[src/rtl/cache_arb_pkg.sv]
// Shared constants for the two-port cache arbiter: default widths,
// FSM state encoding and the timeout counter width helper.
package cache_arb_pkg;

  localparam int ADDR_W_DEF  = 16;
  localparam int DATA_W_DEF  = 32;
  localparam int TIMEOUT_DEF = 64;

  // 2-bit FSM encoding, kept as plain constants so older blocks can share it
  localparam logic [1:0] ST_IDLE = 2'd0;
  localparam logic [1:0] ST_BUSY = 2'd1;
  localparam logic [1:0] ST_RESP = 2'd2;

  // Port identifiers as stored in the grant / last-served registers
  localparam logic PORT0 = 1'b0;
  localparam logic PORT1 = 1'b1;

  // Timeout counter width; a degenerate TIMEOUT of 1 still needs one bit
  function automatic int cnt_width(input int timeout);
    return (timeout > 1) ? $clog2(timeout) : 1;
  endfunction

endpackage

[src/rtl/cache_rr_pick.sv]
// Two-way round-robin pick. Purely combinational: with both requests up,
// the port that was not served last wins.
module cache_rr_pick (
  input  logic [1:0] req,
  input  logic       last,
  output logic [1:0] gnt,
  output logic       valid
);

  // One-hot grant from the request pair and the last-served port
  always_comb begin
    gnt = 2'b00;
    case (req)
      2'b01:   gnt = 2'b01;
      2'b10:   gnt = 2'b10;
      2'b11:   gnt = last ? 2'b01 : 2'b10;
      default: gnt = 2'b00;
    endcase
  end

  assign valid = |req;

endmodule

[src/rtl/cache_port_arbiter.sv]
// Two-port arbiter in front of a single cache controller. One command is
// in flight at a time: IDLE grants and latches, BUSY drives the controller
// until ready or timeout, RESP returns a one-cycle ack to the granted port.
module cache_port_arbiter
  import cache_arb_pkg::*;
#(
  parameter int ADDRESSLENGTH = ADDR_W_DEF,
  parameter int DATALENGTH    = DATA_W_DEF,
  parameter int TIMEOUT       = TIMEOUT_DEF
) (
  input  logic                     clk,
  input  logic                     reset,
  input  logic                     p0_req,
  input  logic                     p0_we,
  input  logic [ADDRESSLENGTH-1:0] p0_addr,
  input  logic [DATALENGTH-1:0]    p0_wdata,
  output logic                     p0_ack,
  output logic                     p0_err,
  output logic [DATALENGTH-1:0]    p0_rdata,
  input  logic                     p1_req,
  input  logic                     p1_we,
  input  logic [ADDRESSLENGTH-1:0] p1_addr,
  input  logic [DATALENGTH-1:0]    p1_wdata,
  output logic                     p1_ack,
  output logic                     p1_err,
  output logic [DATALENGTH-1:0]    p1_rdata,
  output logic                     ctl_re,
  output logic                     ctl_we,
  output logic [ADDRESSLENGTH-1:0] ctl_addr,
  output logic [DATALENGTH-1:0]    ctl_wdata,
  input  logic [DATALENGTH-1:0]    ctl_rdata,
  input  logic                     ctl_ready
);

  localparam int              CW       = cnt_width(TIMEOUT);
  localparam logic [CW-1:0]   CNT_LAST = CW'(TIMEOUT - 1);

  logic [1:0]               state_q;
  logic                     gnt_q;       // port owning the current command
  logic                     last_q;      // last port that received an ack
  logic                     served_q;    // any ack since reset
  logic                     cmd_we_q;
  logic [ADDRESSLENGTH-1:0] cmd_addr_q;
  logic [DATALENGTH-1:0]    cmd_wdata_q;
  logic [CW-1:0]            cnt_q;
  logic                     rsp_err_q;
  logic [DATALENGTH-1:0]    rsp_rdata_q;

  logic [1:0] pick_gnt;
  logic       pick_vld;
  logic       pick_p1;
  logic       busy, resp, timed_out;

  // Until something has been served, pretend port 1 went last so port 0
  // wins the first tie while the pointer itself still resets to port 0.
  cache_rr_pick u_pick (
    .req   ({p1_req, p0_req}),
    .last  (last_q | ~served_q),
    .gnt   (pick_gnt),
    .valid (pick_vld)
  );

  assign pick_p1   = (pick_gnt == 2'b10);
  assign busy      = (state_q == ST_BUSY);
  assign resp      = (state_q == ST_RESP);
  assign timed_out = (cnt_q == CNT_LAST);

  // FSM, command latch, timeout counter and response capture
  always_ff @(posedge clk or negedge reset) begin
    if (!reset) begin
      state_q     <= ST_IDLE;
      gnt_q       <= PORT0;
      last_q      <= PORT0;
      served_q    <= 1'b0;
      cmd_we_q    <= 1'b0;
      cmd_addr_q  <= '0;
      cmd_wdata_q <= '0;
      cnt_q       <= '0;
      rsp_err_q   <= 1'b0;
      rsp_rdata_q <= '0;
    end else begin
      case (state_q)
        ST_IDLE: begin
          if (pick_vld) begin
            gnt_q       <= pick_p1 ? PORT1 : PORT0;
            cmd_we_q    <= pick_p1 ? p1_we    : p0_we;
            cmd_addr_q  <= pick_p1 ? p1_addr  : p0_addr;
            cmd_wdata_q <= pick_p1 ? p1_wdata : p0_wdata;
            cnt_q       <= '0;
            state_q     <= ST_BUSY;
          end
        end
        ST_BUSY: begin
          // saturate so a stuck state can never wrap back into range
          if (!timed_out) cnt_q <= cnt_q + 1'b1;
          // ready beats a same-cycle timeout
          if (ctl_ready) begin
            rsp_err_q   <= 1'b0;
            rsp_rdata_q <= cmd_we_q ? '0 : ctl_rdata;
            state_q     <= ST_RESP;
          end else if (timed_out) begin
            rsp_err_q   <= 1'b1;
            rsp_rdata_q <= '0;
            state_q     <= ST_RESP;
          end
        end
        ST_RESP: begin
          last_q   <= gnt_q;
          served_q <= 1'b1;
          state_q  <= ST_IDLE;
        end
        default: state_q <= ST_IDLE;
      endcase
    end
  end

  // Controller strobes drop as soon as ready shows, so nothing relaunches
  assign ctl_re    = busy & ~cmd_we_q & ~ctl_ready;
  assign ctl_we    = busy &  cmd_we_q & ~ctl_ready;
  assign ctl_addr  = busy ? cmd_addr_q  : '0;
  assign ctl_wdata = busy ? cmd_wdata_q : '0;

  // Responses are decoded from state so reset clears them immediately
  assign p0_ack   = resp & (gnt_q == PORT0);
  assign p1_ack   = resp & (gnt_q == PORT1);
  assign p0_err   = p0_ack & rsp_err_q;
  assign p1_err   = p1_ack & rsp_err_q;
  assign p0_rdata = p0_ack ? rsp_rdata_q : '0;
  assign p1_rdata = p1_ack ? rsp_rdata_q : '0;

endmodule
[config.mk]
export PLATFORM = sky130hd
export DESIGN_NAME = cache_port_arbiter
export DESIGN_NICKNAME = d
export VERILOG_FILES = /design/src/rtl/cache_arb_pkg.sv /design/src/rtl/cache_rr_pick.sv /design/src/rtl/cache_port_arbiter.sv
export SDC_FILE = /design/constraint.sdc
export NUM_CORES = 1
export LEC_CHECK = 0
export ABC_AREA = 1
export BUFFER_PORTS_ARGS = -buffer_cell sky130_fd_sc_hd__buf_4
export CAP_MARGIN = 20
export CORE_ASPECT_RATIO = 0.75
export CORE_MARGIN = 2
export CORE_UTILIZATION = 47
export DETAILED_ROUTE_END_ITERATION = 8
export GPL_ROUTABILITY_DRIVEN = 0
export PLACE_DENSITY = 0.79
export RECOVER_POWER = 100
export SLEW_MARGIN = 20
export SYNTH_ARGS = -nofsm -noshare
export SYNTH_HDL_FRONTEND = slang
export SYNTH_SLANG_ARGS = --single-unit
[constraint.sdc]
create_clock -name clk -period 1.7 [get_ports clk]
set_clock_uncertainty 0.1 [all_clocks]
set_input_delay 0.17 -clock clk [delete_from_list [all_inputs] [get_ports clk]]
set_output_delay 0.17 -clock clk [all_outputs]
set_load 0.005 [all_outputs]
==> results_dict.tcl, run 1 <==
set metrics [dict create \
    status "finished, violations left" \
    violations "negative hold slack, negative setup slack" \
    yosys.area_share.simple 0.305 \
    cts_max_level 3 \
    nets 1219 \
    yosys-top-cells-count "171 x nor2_1, 163 x nand2_1, 141 x inv_1, 93 x dfrtp_1, 45 x o21ai_0" \
    drv_slew 0 \
    max_clock_freq_ghz 0.519 \
    hold_viol 1 \
    worstReg2RegEnd "rsp_rdata_q[25]" \
    timing.final.crit_period_ns 1.93 \
    maxSlewHeadroom 0.422 \
    synth_adder_area_share 0.00244 \
    synth-seq-area-share 0.453 \
    rows 33 \
    fillers 602 \
    drive_gt1_frac 0.381 \
    routed_wl_um 21200 \
    rr_startpoint "state_q[1]" \
    dr_wl_met3_um 1900 \
    diodes 0 \
    die_h_um 94.5 \
    ant_nets 0 \
    syn_area_sq_mm 0.00513 \
    ios 253 \
    met2_wirelength_um 10400 \
    syn_inst 760 \
    dr.first_iter.drc_count 553 \
    dieWidth_um 125 \
    startpoint "state_q[0]" \
    synth.avg_cell_area_sq_um 6.75 \
    routed.top_layer "met4" \
    dp_hpwl_um 11000 \
    core-area_sq_mm 0.0108 \
    cts_tree "yes" \
    synth_mux_area_frac 0 \
    worst_pin_slew_ns 0.868 \
    synth.distinct_cells 21 \
    layout_setup_ws_ns -0.226 \
    wl_met1_um 7610 \
    crit_type "flop to primary output" \
    area_growth_pct 74.8 \
    synth_top_area_frac 0.453 \
    clk_pin_slew_ns 0.07 \
    grt_overflow 0 \
    initial_core_util 0.476 \
    antenna_found_initial 0 \
    critPathArrivalTime_ns 1.66 \
    synth_xor_area_frac 0.00341 \
    yosysMostFrequentCell "nor2_1" \
    synthArstFlopShare 1.00 \
    path_max_fanout 17 \
    synth_edf_count 0 \
    placed_area_sq_mm 0.00724 \
    clock_latency_ns 0.35 \
    synth_top_family_by_area "simple AND/OR/NAND/NOR gates" \
    rsz0062_at_grt "true" \
    ys_ff_latch 93 \
    vias_per_cell 5.29 \
    wl_per_cell_um 17.2 \
    endpoint "p0_rdata[13]" \
    grt_max_degree 94 \
    grt_use_total 0.311 \
    vias 6489 \
    ys.flop_type "dfrtp_1" \
    first_pass_iters 6 \
    cellPowerDensity_mw_per_mm2 1470 \
    syn_nets 896 \
    grt_pass1_vias 6016 \
    grt_pass1_wl_um 29200 \
    cts_root_buf "clkbuf_16" \
    required_ns 1.43 \
    timing.hold.ws_ns -0.00776 \
    setup_violations 145 \
    p_leak_nw 4.70 \
    crit_path_end_kind "primary output" \
    min_path_type "input pin to flop" \
    synth.area.top_cells "dfrtp_1 45%, nor2_1 13%, nand2_1 12%" \
    synth-compound-area-share 0.0880 \
    cap_violations 0 \
    dieArea_sq_mm 0.0118 \
    r2r_cells 8 \
    clock_path_buffers 2 \
    reg2reg_slack_ns -0.08 \
    ir_drop_uv 771 \
    port_buffers 252 \
    clock-sinks 93 \
    synth_top_area_cell "dfrtp_1" \
    yosys_warnings 0 \
    startpoint_type "flop" \
    cts_buffers 9 \
    fin_crit_sh 1.13 \
    stdcell_area_sq_mm 0.00898 \
    drc 0 \
    finalSetupTns_ns -17.11 \
]
-- routing by layer --
layer,GRT usage,vias to the layer above
met5,0,-
met4,0.127,0
met3,0.0850,111
met2,0.551,434
met1,0.364,3016
li1,-,2928
-- registers in the layout, indices dropped and copies added, names as in the netlist --
register     count
cmd_we_q         1
last_q           1
gnt_q            1
rsp_rdata_q     32
cmd_wdata_q     32
cmd_addr_q      16
cnt_q            6
served_q         1
rsp_err_q        1
state_q          2
-- layout by cell type, fill, tap and decap left out, types with 3 or more instances in the layout --
master	instances
buf_12	8
buf_16	3
buf_4	262
buf_6	18
bufinv_16	3
clkbuf_16	11
dfrtp_1	92
dlygate4sd3_1	59
inv_1	141
nand2_1	160
nand2_2	4
nand3_1	9
nand4_1	33
nor2_1	91
nor2_2	58
nor2_4	25
o21ai_0	42
o21ai_1	43
-- final cells by class --
cell class,count,area [sq um],area share
clock buffers,9,225,0.0251
clock inverters,6,111,0.0124
inverters,146,563,0.0627
multi-input cells,475,2400,0.267
flip-flops and latches,93,2330,0.259
well taps,140,175,0.0195
repair buffers,356,3140,0.350
repair inverters,2,32.5,0.00362
-- worst min-delay path by stage --
stage                 startpoint             end  cells past startpoint
floorplan                  reset   cmd_addr_q[0]                      0
global placement           reset  rsp_rdata_q[4]                      2
detailed placement         reset  rsp_rdata_q[7]                      2
CTS                  p1_wdata[5]  cmd_wdata_q[5]                      3
global route        ctl_rdata[1]  rsp_rdata_q[1]                      3
finish              ctl_rdata[1]  rsp_rdata_q[1]                      3
-- logic make-up (layout without fill, tap and decap cells) --
logic type,count (synthesis),after routing
fa+ha+maj,1,1
flops,93,93
simple gates,384,384
xor+xnor,2,2
buf+inv,192,519
compound gates,88,88
-- critical path, stage by stage (launching register included) --
cell,delay (ns)
dfrtp_1,0.40
nor2_2,0.15
inv_2,0.09
nor2_4,0.17
buf_6,0.15
inv_8,0.07
nor2_2,0.12
buf_4,0.13
-- where the power goes --
part	switching [mW]	leakage [nW]	internal, mW	total [mW]
clock	0.876	0.162	1.43	2.31
sequential	0.545	1.16	3.25	3.80
combinational	4.04	3.38	3.03	7.07
total	5.46	4.70	7.72	13.2
-- per-stage QoR --
step	std cells	total power, mW	hold WS, ns	worst slack, ns	utilization
final	1227	13.2	-0.00776	-0.226	0.833
after global routing	1227	13.9	-0.0173	-0.289	0.833
after CTS	1218	12.3	0.00118	-0.128	0.800
after detailed placement	1126	8.89	0.171	0.0982	0.672
after global placement	1126	8.77	0.160	0.161	0.672
after floorplan	760	6.64	-0.226	0.233	-
-- repair_timing --
| item | CTS | global route |
|---|---|---|
| buffers inserted | 11 | 8 |
| endpoints found under the setup margin | 116 | 137 |
| pin swaps | 4 | 11 |
| gates cloned | 7 | 2 |
| hold buffers | 59 | 0 |
| hold endpoints to repair | 151 | 0 |
| gates resized for setup | 75 | 78 |
(Power assumes the default switching activity.)
==> run 2, diff against run 1 <==
--- a/config.mk
+++ b/config.mk
@@ -5,16 +5,15 @@
 export SDC_FILE = /design/constraint.sdc
 export NUM_CORES = 1
 export LEC_CHECK = 0
-export ABC_AREA = 1
 export BUFFER_PORTS_ARGS = -buffer_cell sky130_fd_sc_hd__buf_4
 export CAP_MARGIN = 20
 export CORE_ASPECT_RATIO = 0.75
 export CORE_MARGIN = 2
-export CORE_UTILIZATION = 47
+export CORE_UTILIZATION = 48
 export DETAILED_ROUTE_END_ITERATION = 8
 export GPL_ROUTABILITY_DRIVEN = 0
-export PLACE_DENSITY = 0.79
-export RECOVER_POWER = 100
+export PLACE_DENSITY = 0.78
+export SETUP_SLACK_MARGIN = 0.5
 export SLEW_MARGIN = 20
 export SYNTH_ARGS = -nofsm -noshare
 export SYNTH_HDL_FRONTEND = slang
==> run 2 against run 1 <==
The run ends with negative setup slack left. Cell count down 9.0%. Via count up 23%. Critical path depth down 1. Die area up 9.6%. Setup slack better by 0.023 ns. Utilization up 8.9 points. Synthesized area up 12%. Sequential share of layout area down 4.2 points. Total power up 43%.
==> results_dict.tcl, run 2 <==
set metrics [dict create \
    worst_pin_slew_ns 0.500 \
    crit_buf_inv 3 \
    rows 34 \
    ff_latch_area_sq_mm 0.00233 \
    layout_setup_ws_ns -0.203 \
    stdcell_area_sq_mm 0.0107 \
    final_cells 1117 \
    fillers 404 \
    status "finished, violations left" \
    met2_wirelength_um 14400 \
    dieArea_sq_mm 0.0129 \
    path_max_fanout 9 \
    synth_top_area_frac 0.404 \
    hold_viol 0 \
    fin_crit_sh 1.12 \
    required_ns 1.43 \
    p_leak_nw 4.78 \
    clkPwrFrac 0.109 \
    synth.avg_cell_area_sq_um 9.05 \
    cellPowerDensity_mw_per_mm2 1750 \
    drv_slew 0 \
    cts_root_buf "clkbuf_16" \
    grt_max_degree 51 \
    p_sw_frac 0.424 \
    synth.area.top_cells "dfrtp_1 40%, o2111ai_1 15%, and2_1 12%" \
    dieWidth_um 131 \
    cp_slowest_cell "dfrtp_2" \
    clk_pin_slew_ns 0.07 \
    placed_area_sq_mm 0.00813 \
    yosys_warnings 0 \
    rsz0062_at_grt "true" \
    initial_core_util 0.495 \
    final_cell_mix "227 x buf_4, 104 x and2_4, 90 x dfrtp_1" \
    synth_edf_count 0 \
    syn_inst 637 \
    syn_nets 773 \
    dp_hpwl_um 13000 \
    grt_use_total 0.389 \
    core-area_sq_mm 0.0117 \
    crit_path_end_kind "primary output" \
    p_switching_mw 7.97 \
    yosysMostFrequentCell "and2_1" \
    cap_violations 0 \
    grt_pass1_vias 7305 \
    routed.top_layer "met4" \
    ir_drop_uv 910 \
    crit_type "flop to primary output" \
    crit_top_cell "buf_4" \
    area_growth_pct 86.3 \
    numPlacedInstances 992 \
    timing.final.crit_period_ns 1.90 \
    antenna_found_initial 0 \
    critical-path-top-delay-family "flip-flops" \
    worst_path_largest_cell_delay_ns 0.49 \
    cts_max_level 3 \
    violations "negative setup slack" \
    p_comb_frac 0.650 \
    ys_ff_latch 93 \
    die_h_um 98.9 \
    max_clock_freq_ghz 0.525 \
    synth-seq-area-share 0.404 \
    first_pass_iters 6 \
    vias 7961 \
    p_seq_frac 0.242 \
    dr.first_iter.drc_count 1084 \
    grt_pass1_wl_um 39000 \
    synthArstFlopShare 1.00 \
    ant_nets 0 \
    cts_tree "yes" \
    cp_cell_sequence "nand2b_4, nor2_4, buf_4, buf_16, and2_1, buf_4" \
    ios 253 \
    startpoint_type "flop" \
    reg.largest.list "cmd_wdata_q (32), rsp_rdata_q (32), cmd_addr_q (16)" \
    ys.flop_type "dfrtp_1" \
    finalSetupTns_ns -26.16 \
    synth_top_area_cell "dfrtp_1" \
    dr_wl_met3_um 4150 \
    maxSlewHeadroom 0.667 \
    port_buffers 252 \
    grt_overflow 0 \
    critPathArrivalTime_ns 1.63 \
    routed_wl_um 31800 \
    nets 1086 \
    vias_per_cell 7.13 \
    cts_buffers 9 \
    diodes 0 \
    final_common_cell "buf_4" \
    drc 0 \
    drive_gt1_frac 0.595 \
    syn_area_sq_mm 0.00577 \
    yosys-top-cells-count "114 x and2_1, 98 x o2111ai_1, 93 x dfrtp_1, 49 x nand3_1, 49 x o21ai_1" \
    clock_latency_ns 0.35 \
    p_int_mw 10.8 \
    wl_per_cell_um 28.5 \
    timing.hold.ws_ns 0.00212 \
    clock_path_buffers 2 \
    synth.distinct_cells 44 \
    wl_met1_um 10700 \
    clock-sinks 93 \
    multiInputGateArea_sq_mm 0.00393 \
    setup_violations 204 \
    min_path_type "input pin to flop" \
]
==> run 2: final cells by class <==
cell class                 count  share of cell area
clock buffer                  14              0.0255
clock inverter                 2             0.00151
inverter                       5             0.00175
multi-input combinational    460               0.366
sequential                    93               0.217
tap                          162              0.0189
timing repair buffer         381               0.370
==> run 2: worst register-to-register path: stages (launching register included) <==
cell       delay [ns]
dfrtp_2          0.49
buf_4            0.17
buf_4            0.13
or2_4            0.34
clkbuf_16        0.23
o21ai_2          0.14
nand3_1          0.14
==> run 2: cell families after synthesis <==
group           after synthesis  synth area share
simple gates                224             0.236
fa+ha+maj                     1           0.00217
buf+inv                      87            0.0718
mux                           1           0.00174
compound gates              231             0.284
flops                        93             0.404
==> run 2: power by group through the flow <==
stage | logic, mW | clock network [mW] | registers (mW)
2_1_floorplan | 4.55 | 0 | 3.89
3_3_place_gp | 6.19 | 0 | 4.14
3_5_place_dp | 6.39 | 0 | 4.22
4_1_cts | 9.29 | 1.98 | 4.17
5_1_grt | 12.5 | 2.11 | 4.59
6_report | 12.2 | 2.04 | 4.54
==> run 2: what timing repair did <==
| item | 4_1_cts | 5_1_grt |
|---|---|---|
| hold buffers | 40 | 0 |
| resized for setup | 74 | 135 |
| pin swaps | 50 | 16 |
| gates cloned | 19 | 13 |
| hold endpoints to repair | 71 | 0 |
| buffers inserted | 26 | 11 |
| endpoints found under the setup margin | 210 | 210 |
==> run 2: worst paths after layout <==
check	start	cells after the start	end	slack (ns)
hold reg to reg	cmd_addr_q[8]	2	cmd_addr_q[8]	0.41
min in group asynchronous	reset	2	cmd_wdata_q[21]	0.22
max in group asynchronous	reset	3	rsp_rdata_q[4]	0.68
hold / removal	p0_addr[9]	3	cmd_addr_q[9]	0.002
setup / recovery	state_q[1]	6	p1_rdata[0]	-0.20
setup reg to reg	state_q[1]	6	cmd_wdata_q[11]	-0.20
==> run 2: through the flow <==
step	total power [mW]	util	setup WS, ns
6_report	18.8	0.922	-0.203
5_1_grt	19.2	0.922	-0.238
4_1_cts	15.4	0.843	-0.124
3_5_place_dp	10.6	0.698	0.00687
3_3_place_gp	10.3	0.698	0.0599
2_1_floorplan	8.44	-	0.222
==> run 2: metal layers <==
| layer | track usage | vias up |
|---|---|---|
| met1 | 0.485 | 3755 |
| li1 | - | 3052 |
| met3 | 0.0999 | 270 |
| met5 | 0 | - |
| met2 | 0.631 | 884 |
| met4 | 0.186 | 0 |
